## src/rtl/muldiv_unit_pkg.sv

```systemverilog
`default_nettype none
// ============================================================================
// Module   : muldiv_unit_pkg
// Brief    : Operation encodings, FSM state type and decode helpers shared by
//            the multiply/divide unit, its interface and its bench.
// Revision : 1.0 - initial release
// ============================================================================
package muldiv_unit_pkg;

    // Multiply/divide operation select. Encoding 3'b111 is undefined and is
    // executed as MD_MUL.
    typedef enum logic [2:0] {
        MD_MUL   = 3'd0,
        MD_MULH  = 3'd1,
        MD_MULHU = 3'd2,
        MD_DIV   = 3'd3,
        MD_MOD   = 3'd4,
        MD_DIVU  = 3'd5,
        MD_MODU  = 3'd6
    } MdOp;

    // Control FSM states of the unit.
    typedef enum logic [2:0] {
        S_IDLE     = 3'd0,
        S_MUL      = 3'd1,
        S_DIV_PRE  = 3'd2,
        S_DIV_ITER = 3'd3,
        S_DIV_POST = 3'd4,
        S_DONE     = 3'd5
    } md_state_e;

    // Operands are interpreted as two's complement.
    function automatic logic isSignedMd(input MdOp op);
        return (op == MD_MULH) || (op == MD_DIV) || (op == MD_MOD);
    endfunction

    // Operation runs through the iterative divider.
    function automatic logic isDivMd(input MdOp op);
        return (op == MD_DIV) || (op == MD_MOD) || (op == MD_DIVU) || (op == MD_MODU);
    endfunction

    // Operation returns the remainder rather than the quotient.
    function automatic logic isRemMd(input MdOp op);
        return (op == MD_MOD) || (op == MD_MODU);
    endfunction

    // Operation returns the upper half of the double-width product.
    function automatic logic isHighMd(input MdOp op);
        return (op == MD_MULH) || (op == MD_MULHU);
    endfunction

endpackage
`default_nettype wire

```

## src/rtl/muldiv_unit_if.sv

```systemverilog
`default_nettype none
// ============================================================================
// Module   : muldiv_unit_if
// Brief    : Request/response handshake bundle between the execute stage
//            (master) and the multiply/divide unit (slave).
// Revision : 1.0 - initial release
// ============================================================================
interface muldiv_unit_if #(
    parameter int WIDTH = 32
) ();
    import muldiv_unit_pkg::*;

    logic             flush;
    logic             in_valid;
    logic             in_ready;
    MdOp              op;
    logic [WIDTH-1:0] src1;
    logic [WIDTH-1:0] src2;
    logic             out_valid;
    logic             out_ready;
    logic [WIDTH-1:0] result;

    modport master (
        output flush, in_valid, op, src1, src2, out_ready,
        input  in_ready, out_valid, result
    );

    modport slave (
        input  flush, in_valid, op, src1, src2, out_ready,
        output in_ready, out_valid, result
    );

endinterface
`default_nettype wire

```

## src/rtl/muldiv_unit_div_iter.sv

```systemverilog
`default_nettype none
// ============================================================================
// Module   : muldiv_unit_div_iter
// Brief    : Unsigned restoring divider datapath, one quotient bit per clock.
//            i_start loads the operands; o_last is high during the cycle whose
//            closing edge performs the final step, after which o_quotient and
//            o_remainder hold the result.
// Revision : 1.0 - initial release
// ============================================================================
module muldiv_unit_div_iter #(
    parameter int WIDTH = 32
) (
    input  wire logic             clk,
    input  wire logic             rst,
    input  wire logic             i_clear,
    input  wire logic             i_start,
    input  wire logic [WIDTH-1:0] i_dividend,
    input  wire logic [WIDTH-1:0] i_divisor,
    output logic                  o_last,
    output logic      [WIDTH-1:0] o_quotient,
    output logic      [WIDTH-1:0] o_remainder
);

    localparam int                 c_CNT_W = $clog2(WIDTH + 1);
    localparam logic [c_CNT_W-1:0] c_STEPS = c_CNT_W'(WIDTH);
    localparam logic [c_CNT_W-1:0] c_ONE   = c_CNT_W'(1);

    logic [WIDTH-1:0]   r_rem;
    logic [WIDTH-1:0]   r_quo;
    logic [WIDTH-1:0]   r_dvs;
    logic [c_CNT_W-1:0] r_cnt;

    logic [WIDTH:0]     w_partial;
    logic [WIDTH:0]     w_diff;
    logic               w_fits;

    // Shift the next dividend bit into the partial remainder and trial-subtract.
    // The dividend register doubles as the quotient register: dividend bits
    // leave at the top while quotient bits enter at the bottom.
    always_comb begin
        w_partial = {r_rem, r_quo[WIDTH-1]};
        w_diff    = w_partial - {1'b0, r_dvs};
        w_fits    = ~w_diff[WIDTH];
    end

    // Load on start, then one restore-shift-subtract step per cycle.
    always_ff @(posedge clk) begin
        if (rst || i_clear) begin
            r_rem <= '0;
            r_quo <= '0;
            r_dvs <= '0;
            r_cnt <= '0;
        end else if (i_start) begin
            r_rem <= '0;
            r_quo <= i_dividend;
            r_dvs <= i_divisor;
            r_cnt <= c_STEPS;
        end else if (r_cnt != '0) begin
            r_rem <= w_fits ? w_diff[WIDTH-1:0] : w_partial[WIDTH-1:0];
            r_quo <= {r_quo[WIDTH-2:0], w_fits};
            r_cnt <= r_cnt - c_ONE;
        end
    end

    assign o_last      = (r_cnt == c_ONE);
    assign o_quotient  = r_quo;
    assign o_remainder = r_rem;

endmodule
`default_nettype wire

```

## src/rtl/muldiv_unit.sv

```systemverilog
`default_nettype none
// ============================================================================
// Module   : muldiv_unit
// Brief    : Multi-cycle integer multiply/divide unit for the execute stage.
//            Multiply completes after MUL_LAT cycles, divide after WIDTH+2
//            cycles (2 for divide-by-zero and signed overflow).
// Revision : 1.0 - initial release
// ============================================================================
module muldiv_unit
    import muldiv_unit_pkg::*;
#(
    parameter int WIDTH   = 32,
    parameter int MUL_LAT = 2
) (
    input  wire logic   clk,
    input  wire logic   rst,
    muldiv_unit_if.slave bus
);

    localparam int                 c_CNT_W    = $clog2(MUL_LAT + 1);
    localparam logic [c_CNT_W-1:0] c_MUL_LOAD = c_CNT_W'(MUL_LAT - 1);
    localparam logic [c_CNT_W-1:0] c_CNT_ONE  = c_CNT_W'(1);
    localparam logic [WIDTH-1:0]   c_ALL_ONES = '1;
    localparam logic [WIDTH-1:0]   c_MOST_NEG = {1'b1, {(WIDTH-1){1'b0}}};

    md_state_e          r_state;
    MdOp                r_op;
    logic [WIDTH-1:0]   r_src1;
    logic [WIDTH-1:0]   r_src2;
    logic [c_CNT_W-1:0] r_cnt;
    logic               r_q_neg;
    logic               r_r_neg;
    logic               r_special;
    logic [WIDTH-1:0]   r_special_res;
    logic [WIDTH-1:0]   r_result;
    logic               r_out_valid;
    logic               r_in_ready;

    logic               w_signed;
    logic [2*WIDTH-1:0] w_mul_a;
    logic [2*WIDTH-1:0] w_mul_b;
    logic [2*WIDTH-1:0] w_prod;
    logic [WIDTH-1:0]   w_mul_res;
    logic [WIDTH-1:0]   w_mag1;
    logic [WIDTH-1:0]   w_mag2;
    logic               w_div0;
    logic               w_ovf;
    logic               w_special;
    logic [WIDTH-1:0]   w_special_res;
    logic               w_div_start;
    logic               w_div_last;
    logic [WIDTH-1:0]   w_quo;
    logic [WIDTH-1:0]   w_rem;
    logic [WIDTH-1:0]   w_div_res;
    logic [2:0]         w_op_bits;

    // Multiply datapath: one double-width product of the latched operands,
    // sign-extended only for MULH so MUL/MULHU share the same multiplier.
    always_comb begin
        w_signed  = isSignedMd(r_op);
        w_mul_a   = {{WIDTH{w_signed & r_src1[WIDTH-1]}}, r_src1};
        w_mul_b   = {{WIDTH{w_signed & r_src2[WIDTH-1]}}, r_src2};
        w_prod    = w_mul_a * w_mul_b;
        w_mul_res = isHighMd(r_op) ? w_prod[2*WIDTH-1:WIDTH] : w_prod[WIDTH-1:0];
    end

    // Divide pre/post processing: operand magnitudes, special cases, sign fix-up.
    always_comb begin
        w_mag1        = (w_signed && r_src1[WIDTH-1]) ? -r_src1 : r_src1;
        w_mag2        = (w_signed && r_src2[WIDTH-1]) ? -r_src2 : r_src2;
        w_div0        = (r_src2 == '0);
        w_ovf         = w_signed && (r_src1 == c_MOST_NEG) && (r_src2 == c_ALL_ONES);
        w_special     = w_div0 || w_ovf;
        if (w_div0) begin
            w_special_res = isRemMd(r_op) ? r_src1 : c_ALL_ONES;
        end else begin
            w_special_res = isRemMd(r_op) ? '0 : r_src1;
        end
        w_div_start   = (r_state == S_DIV_PRE) && !w_special && !bus.flush;
        if (isRemMd(r_op)) begin
            w_div_res = r_r_neg ? -w_rem : w_rem;
        end else begin
            w_div_res = r_q_neg ? -w_quo : w_quo;
        end
    end

    muldiv_unit_div_iter #(
        .WIDTH (WIDTH)
    ) u_div_iter (
        .clk         (clk),
        .rst         (rst),
        .i_clear     (bus.flush),
        .i_start     (w_div_start),
        .i_dividend  (w_mag1),
        .i_divisor   (w_mag2),
        .o_last      (w_div_last),
        .o_quotient  (w_quo),
        .o_remainder (w_rem)
    );

    // Control FSM with registered handshake outputs and result.
    always_ff @(posedge clk) begin
        if (rst) begin
            r_state       <= S_IDLE;
            r_op          <= MD_MUL;
            r_src1        <= '0;
            r_src2        <= '0;
            r_cnt         <= '0;
            r_q_neg       <= 1'b0;
            r_r_neg       <= 1'b0;
            r_special     <= 1'b0;
            r_special_res <= '0;
            r_result      <= '0;
            r_out_valid   <= 1'b0;
            r_in_ready    <= 1'b1;
        end else if (bus.flush) begin
            // Result register keeps its last value; out_valid drops.
            r_state     <= S_IDLE;
            r_cnt       <= '0;
            r_out_valid <= 1'b0;
            r_in_ready  <= 1'b1;
        end else begin
            case (r_state)
                S_IDLE: begin
                    if (bus.in_valid) begin
                        r_op       <= bus.op;
                        r_src1     <= bus.src1;
                        r_src2     <= bus.src2;
                        r_in_ready <= 1'b0;
                        if (isDivMd(bus.op)) begin
                            r_state <= S_DIV_PRE;
                        end else begin
                            r_state <= S_MUL;
                            r_cnt   <= c_MUL_LOAD;
                        end
                    end
                end
                S_MUL: begin
                    if (r_cnt == '0) begin
                        r_result    <= w_mul_res;
                        r_out_valid <= 1'b1;
                        r_state     <= S_DONE;
                    end else begin
                        r_cnt <= r_cnt - c_CNT_ONE;
                    end
                end
                S_DIV_PRE: begin
                    r_q_neg       <= w_signed && (r_src1[WIDTH-1] ^ r_src2[WIDTH-1]);
                    r_r_neg       <= w_signed && r_src1[WIDTH-1];
                    r_special     <= w_special;
                    r_special_res <= w_special_res;
                    // Special cases bypass the iterations and only pass
                    // through the output stage.
                    r_state       <= w_special ? S_DIV_POST : S_DIV_ITER;
                end
                S_DIV_ITER: begin
                    if (w_div_last) begin
                        r_state <= S_DIV_POST;
                    end
                end
                S_DIV_POST: begin
                    r_result    <= r_special ? r_special_res : w_div_res;
                    r_out_valid <= 1'b1;
                    r_state     <= S_DONE;
                end
                S_DONE: begin
                    if (bus.out_ready) begin
                        r_out_valid <= 1'b0;
                        r_in_ready  <= 1'b1;
                        r_state     <= S_IDLE;
                    end
                end
                default: begin
                    r_state     <= S_IDLE;
                    r_out_valid <= 1'b0;
                    r_in_ready  <= 1'b1;
                end
            endcase
        end
    end

    assign bus.in_ready  = r_in_ready;
    assign bus.out_valid = r_out_valid;
    assign bus.result    = r_result;

    // Undefined operation encodings execute as MUL but are flagged here.
    assign w_op_bits = bus.op;

    a_op_defined: assert property (@(posedge clk) disable iff (rst)
        (bus.in_valid && bus.in_ready && !bus.flush) |-> (w_op_bits != 3'b111));

endmodule
`default_nettype wire

```

## src/flat_wrapper.sv

```systemverilog
// flat-port wrapper written by rule: the top's interface ports become plain ports
module muldiv_unit_flat import muldiv_unit_pkg::*;
#(
    parameter int WIDTH   = 32,
    parameter int MUL_LAT = 2
)
  (clk, rst, bus_flush, bus_in_valid, bus_op, bus_src1, bus_src2, bus_out_ready, bus_in_ready, bus_out_valid, bus_result);
  muldiv_unit_if #(.WIDTH(WIDTH)) bus_i ();
  input  wire logic clk;
  input  wire logic rst;
  input wire logic [$bits(bus_i.flush)-1:0] bus_flush;
  input wire logic [$bits(bus_i.in_valid)-1:0] bus_in_valid;
  input wire logic [$bits(bus_i.op)-1:0] bus_op;
  input wire logic [$bits(bus_i.src1)-1:0] bus_src1;
  input wire logic [$bits(bus_i.src2)-1:0] bus_src2;
  input wire logic [$bits(bus_i.out_ready)-1:0] bus_out_ready;
  output wire logic [$bits(bus_i.in_ready)-1:0] bus_in_ready;
  output wire logic [$bits(bus_i.out_valid)-1:0] bus_out_valid;
  output wire logic [$bits(bus_i.result)-1:0] bus_result;
  assign bus_i.flush = bus_flush;
  assign bus_i.in_valid = bus_in_valid;
  assign bus_i.op = bus_op;
  assign bus_i.src1 = bus_src1;
  assign bus_i.src2 = bus_src2;
  assign bus_i.out_ready = bus_out_ready;
  assign bus_in_ready = bus_i.in_ready;
  assign bus_out_valid = bus_i.out_valid;
  assign bus_result = bus_i.result;
  muldiv_unit #(.WIDTH(WIDTH), .MUL_LAT(MUL_LAT)) u_core (.clk(clk), .rst(rst), .bus(bus_i));
endmodule
```

## config.mk

```make
export PLATFORM = sky130hd
export DESIGN_NAME = muldiv_unit_flat
export DESIGN_NICKNAME = d
export VERILOG_FILES = /design/src/rtl/muldiv_unit_pkg.sv /design/src/rtl/muldiv_unit_if.sv /design/src/rtl/muldiv_unit_div_iter.sv /design/src/rtl/muldiv_unit.sv /design/src/flat_wrapper.sv
export SDC_FILE = /design/constraint.sdc
export NUM_CORES = 2
export LEC_CHECK = 0
export ABC_CLOCK_PERIOD_IN_PS = 13600
export BUFFER_PORTS_ARGS = -buffer_cell sky130_fd_sc_hd__buf_2
export CAP_MARGIN = 20
export CORE_MARGIN = 2
export CORE_UTILIZATION = 27
export CTS_CLUSTER_SIZE = 25
export DETAILED_ROUTE_END_ITERATION = 7
export PLACE_DENSITY = 0.41
export SLEW_MARGIN = 20
export SYNTH_ARGS = -nofsm -noshare
export SYNTH_HDL_FRONTEND = slang
export SYNTH_SLANG_ARGS = --single-unit
```

## constraint.sdc

```tcl
create_clock -name clk -period 13.6 [get_ports clk]
set_clock_uncertainty 0.05 [all_clocks]
set_input_delay 1.36 -clock clk [delete_from_list [all_inputs] [get_ports clk]]
set_output_delay 1.36 -clock clk [all_outputs]
set_load 0.05 [all_outputs]
```

== Word-level counts from Yosys, hierarchy flattened ==
Index checks and enable logic that the tools add are counted.

* Register bits: 243
* Latch bits: 0
* RAM bits: 0
* ROM bits: 0
* Input bits: 72
* Output and inout bits: 34
* Logic and storage cells: 125
* Memories kept: 0

* $add $sub $neg: 7
* Multiply operators: 1
* Div/mod/pow operators: 0
* Order comparisons: 0
* Equality and inequality tests: 23
* Shift operators: 0
* Muxes and demuxes: 34
* Bitwise operators: 7
* Reductions and logical operators: 36

{| class="wikitable"
|+ Operators by type and width
! kind !! number
|-
| $mux W32 || 14
|-
| $neg A32 Y32 || 4
|-
| $eq A32 B32 Y1 const B || 2
|-
| $mul A33 B33 Y64 || 1
|-
| $pmux W32 S2 || 1
|-
| $sub A33 B32 Y33 || 1
|-
| $logic_not A32 Y1 || 1
|-
| $eq A3 B3 Y1 const B || 7
|-
| $pmux W3 S6 || 1
|-
| $eq A3 B2 Y1 const B || 5
|-
| $mux W3 || 5
|-
| $mux W6 || 2
|-
| $reduce_and A3 Y1 || 4
|-
| $ne A2 B2 Y1 const B || 5
|-
| $logic_or A1 B1 Y1 || 9
|-
| $mux W2 || 4
|-
| $reduce_and A4 Y1 || 2
|-
| $logic_and A1 B1 Y1 || 7
|-
| $eq A3 B1 Y1 const B || 2
|-
| $eq A6 B1 Y1 const B || 1
|-
| $reduce_bool A2 Y1 || 3
|-
| $reduce_bool A6 Y1 || 1
|-
| $sub A6 B1 Y6 const B || 1
|-
| $mux W1 || 4
|-
| 15 further kinds || 21
|}

== Longest topological paths before layout ==
* Depth after elaboration: 10
* Mapped depth: 34
* Gate-level depth less buffers: 30

== Cells and area by module ==
From an unflattened synthesis, not the netlist that was laid out.

* Cells, all modules: 6365
* Area total of the unflattened synthesis: 53447.5 um^2

{| class="wikitable"
|+ By module, submodules not included
! module !! instances !! cells each !! area an instance (um^2) !! sequential area each (um^2)
|-
| muldiv_unit || 1 || 5548 || 47037.6 || 2822.7
|-
| muldiv_unit_div_iter || 1 || 817 || 6409.9 || 2042.0
|}

== Worst setup path before layout ==
Ideal clock, no wire load.

* Path kind: reg-to-reg
* Start point: register u_core.r_op[0]
* End point: register u_core.r_result[28] (netlist: u_core.bus.result[28])
* Setup time: 0.122 ns
* Arrival: 8.490 ns
* Required time: 13.428 ns
* Setup slack: 4.938 ns
* Stages on the path, launching flop included: 33
* Path buffers: 4
* Period minus slack after synthesis: 8.662 ns
* Cells stage by stage: dfxtp_1 > nand2b_1 > clkbuf_1 > o21ai_1 > and2_1 > clkbuf_1 > clkbuf_1 > nand2_1 > inv_1 > fa_1 > inv_1 > fa_1 > inv_1 > fa_1 > fa_1 > inv_1 > fa_1 > inv_1 > fa_1 > inv_1 > fa_1 > fa_1 > inv_1 > ha_1 > clkbuf_1 > inv_1 > o21ai_0 > a21o_1 > a221oi_1 > o21ai_0 > or3_1 > a21oi_1 > o21ai_0

* Word-level cells in the longest chain between the ends: 8
* Elaborated cells on any way between the ends: 17
* Classes of those cells: mul: 1; eq/ne: 5; mux: 5; bitwise: 2; reduce/logical: 4

{| class="wikitable"
|+ Ends and longest elaborated chain
! element !! line !! RTL
|-
| from (decl) || muldiv_unit.sv:27 || <nowiki>MdOp r_op;</nowiki>
|-
| from (signal assigned) || muldiv_unit.sv:126 || <nowiki>r_op <= bus.op;</nowiki>
|-
| $eq A3 B1 Y1 / $eq A3 B2 Y1 (equally long branches) || muldiv_unit_pkg.sv:34, muldiv_unit_pkg.sv:49 ||
|-
| $logic_or A1 B1 Y1 (2 in series) || muldiv_unit_pkg.sv:34 || <nowiki>return (op == MD_MULH) || (op == MD_DIV) || (op == MD_MOD);</nowiki>
|-
| $and A1 B1 Y1, on equally long branches || muldiv_unit.sv:61, muldiv_unit.sv:62 ||
|-
| $mul A33 B33 Y64 || muldiv_unit.sv:63 || <nowiki>w_prod = w_mul_a * w_mul_b;</nowiki>
|-
| $mux W32 || muldiv_unit.sv:64 || <nowiki>w_mul_res = isHighMd(r_op) ? w_prod[2*WIDTH-1:WIDTH] : w_prod[WIDTH-1:0];</nowiki>
|-
| $mux W32 || muldiv_unit.sv:139 || <nowiki>if (r_cnt == '0) begin</nowiki>
|-
| $pmux W32 S2 * || muldiv_unit.sv:123 || <nowiki>case (r_state)</nowiki>
|-
| to (signal assigned) || muldiv_unit.sv:140 || <nowiki>r_result <= w_mul_res;</nowiki>
|-
| to (signal assigned) || muldiv_unit.sv:162 || <nowiki>r_result <= r_special ? r_special_res : w_div_res;</nowiki>
|-
| to (decl) || muldiv_unit.sv:35 || <nowiki>logic [WIDTH-1:0] r_result;</nowiki>
|}

Mark *: on every way between the ends. The rest lies on a longest branch, timed or not. The select of a mux whose other input is x is not followed.
A chain may end at the register's enable or synchronous reset.

== Worst setup path after layout ==
* Start point: register u_core.r_op[0]
* End point: register u_core.r_result[27] (netlist: u_core.bus.result[27])

Same word-level chain as after synthesis.

==> results.md <==
- Run status: complete, no violations
- Area leader, netlist: fa_1
- Fraction of the yosys area taken by sequential cells: 9.16%
- Clk slew on worst S/H paths: 70 ps
- Fin. Hold Viols: 0
- Clk sinks: 243
- Share of layout cells above drive strength 1: 5.38%
- Async SR Flop Fraction: 0%
- Hold Buf Count CTS: 0
- Final global-route overflow total: 0
- Initial antenna violation count: 9
- Gate Count Post-Synth: 6324
- Final hold slack: 408 ps
- Kind of critical path: flop to flop
- Final period utilization: 74.7%
- Root Buffer Master: clkbuf_16
- PwrDens: 85.1 nW/µm²
- Synthesized area per cell: 8.39 µm²
- Crit start category: flop
- Commonest non-fill, non-tap cell in the layout: inv_1
- Slew Limit Fails: 0
- Die X: 447 µm
- Top cells by area, synth: fa_1, dfxtp_1, inv_1, nand2_1, ha_1
- P_leak: 24.3 nW
- Flops & latches, synth: 243
- Ys flop type: dfxtp_1
- Placed Cells: 8724
- Crit-path slowest cell: fa_1
- I/O Pins: 106
- Synth-to-layout area growth: 7.75%
- Sequential cell area: 4940 µm²
- IO Port Bufs: 105
- Die area: 200000 µm²
- Setup TNS: 0 ps
- Largest net degree at the start of global routing: 92
- Worst EP required: 14080 ps
- Initial Util: 27.2%
- Worst-margin pin slew: 1090 ps
- Yosys warns: 0
- Cell family with most CP delay: adder cells
- Clk buf depth: 3
- Drt first pass iters: 6
- Worst EP arrival: 10640 ps
- DR DRC count: 0
- Worst-path maximum fanout: 53
- Commonest non-fill, non-tap cells in the layout: inv_1, fa_1, nand2_1
- Multi-input logic area: 42100 µm²
- First-pass GRT wire length: 304000 µm
- Core ar.: 195000 µm²
- Routed Antenna Nets: 0
- H-tree Lvls: 1
- # nets final: 7583
- Finished Layout Cells: 8788
- Proportion of netlist area held by the largest area contributor: 42.5%
- Setup violations, final: 0
- CP endpoint kind: flop
- Vias in the first global route: 44800
- Placer Congestion: 0.916
- Worst Path Buf+Inv: 7
- Slew margin rel.: 26.5%
- Syn_nets: 7775
- Max Freq: 98.4 MHz
- Post-synth EDFFs: 0
- DRT Wirelength: 201000 µm
- Post-CTS setup repair buffer count: 0
- TritonCTS clock tree: built
- Drt wl/cell: 22.9 µm
- Initial DRC Count: 2970
- Clock buffer count from CTS: 30
- Total of max-cap violations: 0
- RSZ-0062 raised after global routing: false
- # rows: 162
- Final Total Pwr: 4.87 mW
- Post-DP HPWL: 153000 µm
- Slowest Stage Delay on Critical Path: 630 ps
- Total track usage: 20.4%
- Hold Path Class: flop to flop
- Worst VDD drop: 292 µV
- Vias: 42200
- Die H: 447 µm
- Vias/cell: 4.81
- Worst-Skew Late Latency: 660 ps
- Mapped Area: 53100 µm²
- PostCTS Resize Cnt: 0
- Critical Path Most Common Cell: fa_1
- Fill count: 21000
- Final min period: 10160 ps
- Synth cell types: 72
-- cell usage after synthesis, types with 11 or more instances --
cell type / count
a211oi_1: 96
a21o_1: 35
a21oi_1: 307
a311oi_1: 36
a31oi_1: 21
and2_1: 308
and3_1: 27
buf_1: 100
buf_2: 15
clkbuf_1: 308
dfxtp_1: 243
fa_1: 1126
ha_1: 253
inv_1: 1209
mux2i_1: 33
nand2_1: 1083
nand2b_1: 31
nand3_1: 52
nand4_1: 28
nor2_1: 291
nor2b_1: 11
nor3_1: 66
nor4_1: 28
o211ai_1: 25
o21a_1: 13
o21ai_0: 164
o21bai_1: 20
o31ai_1: 41
o41ai_1: 15
or3_1: 19
or4_1: 13
xnor2_1: 136
xor2_1: 75
-- state kept, by name (all words and copies together), names as in the netlist --
| name | flops |
|---|---|
| u_core.bus.result | 32 |
| u_core.r_special_res | 32 |
| u_core.r_src1 | 32 |
| u_core.r_src2 | 32 |
| u_core.u_div_iter.o_quotient | 32 |
| u_core.u_div_iter.o_remainder | 32 |
| u_core.u_div_iter.r_dvs | 32 |
| u_core.u_div_iter.r_cnt | 6 |
| u_core.r_op | 3 |
| u_core.r_state | 3 |
| u_core.r_cnt | 2 |
| u_core.bus.in_ready | 1 |
| u_core.bus.out_valid | 1 |
| u_core.r_q_neg | 1 |
| u_core.r_r_neg | 1 |
| u_core.r_special | 1 |
-- power by group --
part           internal, mW  total [mW]  switching, mW
registers             0.778       0.937          0.159
logic                  1.10        3.04           1.94
clock network         0.494       0.896          0.402
-- cell type report --
cell class	instances	area share (%)
Multi-Input combinational cell	4446	73.6
Antenna cell	8	0.0350
Clock buffer	35	1.38
Clock inverter	21	0.433
Timing Repair Buffer	202	2.22
Sequential cell	243	8.64
Tap cell	2624	5.74
Inverter	1209	7.93
-- worst paths after layout --
kind | start | end | slack (ps) | cells past startpoint
worst max register to register | u_core.r_op[0] | u_core.bus.result[27] | 3440 | 30
worst min-delay path | u_core.r_src2[30] | u_core.r_src2[30] | 410 | 2
worst min register to register | u_core.r_src2[30] | u_core.r_src2[30] | 410 | 2
worst max-delay path | u_core.r_op[0] | u_core.bus.result[27] | 3440 | 30
-- cell families after synthesis --
family	Yosys count	share of synthesized area, %
AO/OA/AOI/OAI	836	9.86
multiplexers	35	0.665
buffers and inverters	1635	11.6
XOR/XNOR	212	3.51
flip-flops	243	9.16
AND/OR/NAND/NOR	1984	16.8
adder cells (fa/ha/maj)	1379	48.4
-- worst reg2reg max path, delay by kind of cell (launching register included) --
| family | cells | cell delay (ps) |
|---|---|---|
| muxes | 1 | 240 |
| adders and majority gates | 9 | 4480 |
| DFF | 1 | 360 |
| and+or+nand+nor | 5 | 1140 |
| buffers and inverters | 7 | 1450 |
| AOI/OAI and AO/OA | 8 | 2320 |
-- stage by stage --
stage          worst slack [ps]  instance area, µm²  utilization [%]
6_report                   3440               57200             29.3
4_1_cts                    3330               57200             29.3
3_5_place_dp               3390               56100             28.8
3_3_place_gp               3510               56100             28.8
5_1_grt                    2720               57200             29.3
2_1_floorplan              4940               53100                -
-- layer usage --
layer  global-route usage, %  up-vias  share of wire [%]
li1                        -    18900                  -
met1                    27.1    22100                 44
met2                    34.8     1051                 48
met3                    1.71      203                4.2
met4                    6.65        0                3.8
met5                       0        -                  0
No activity file was read; power rests on OpenSTA's default activity.
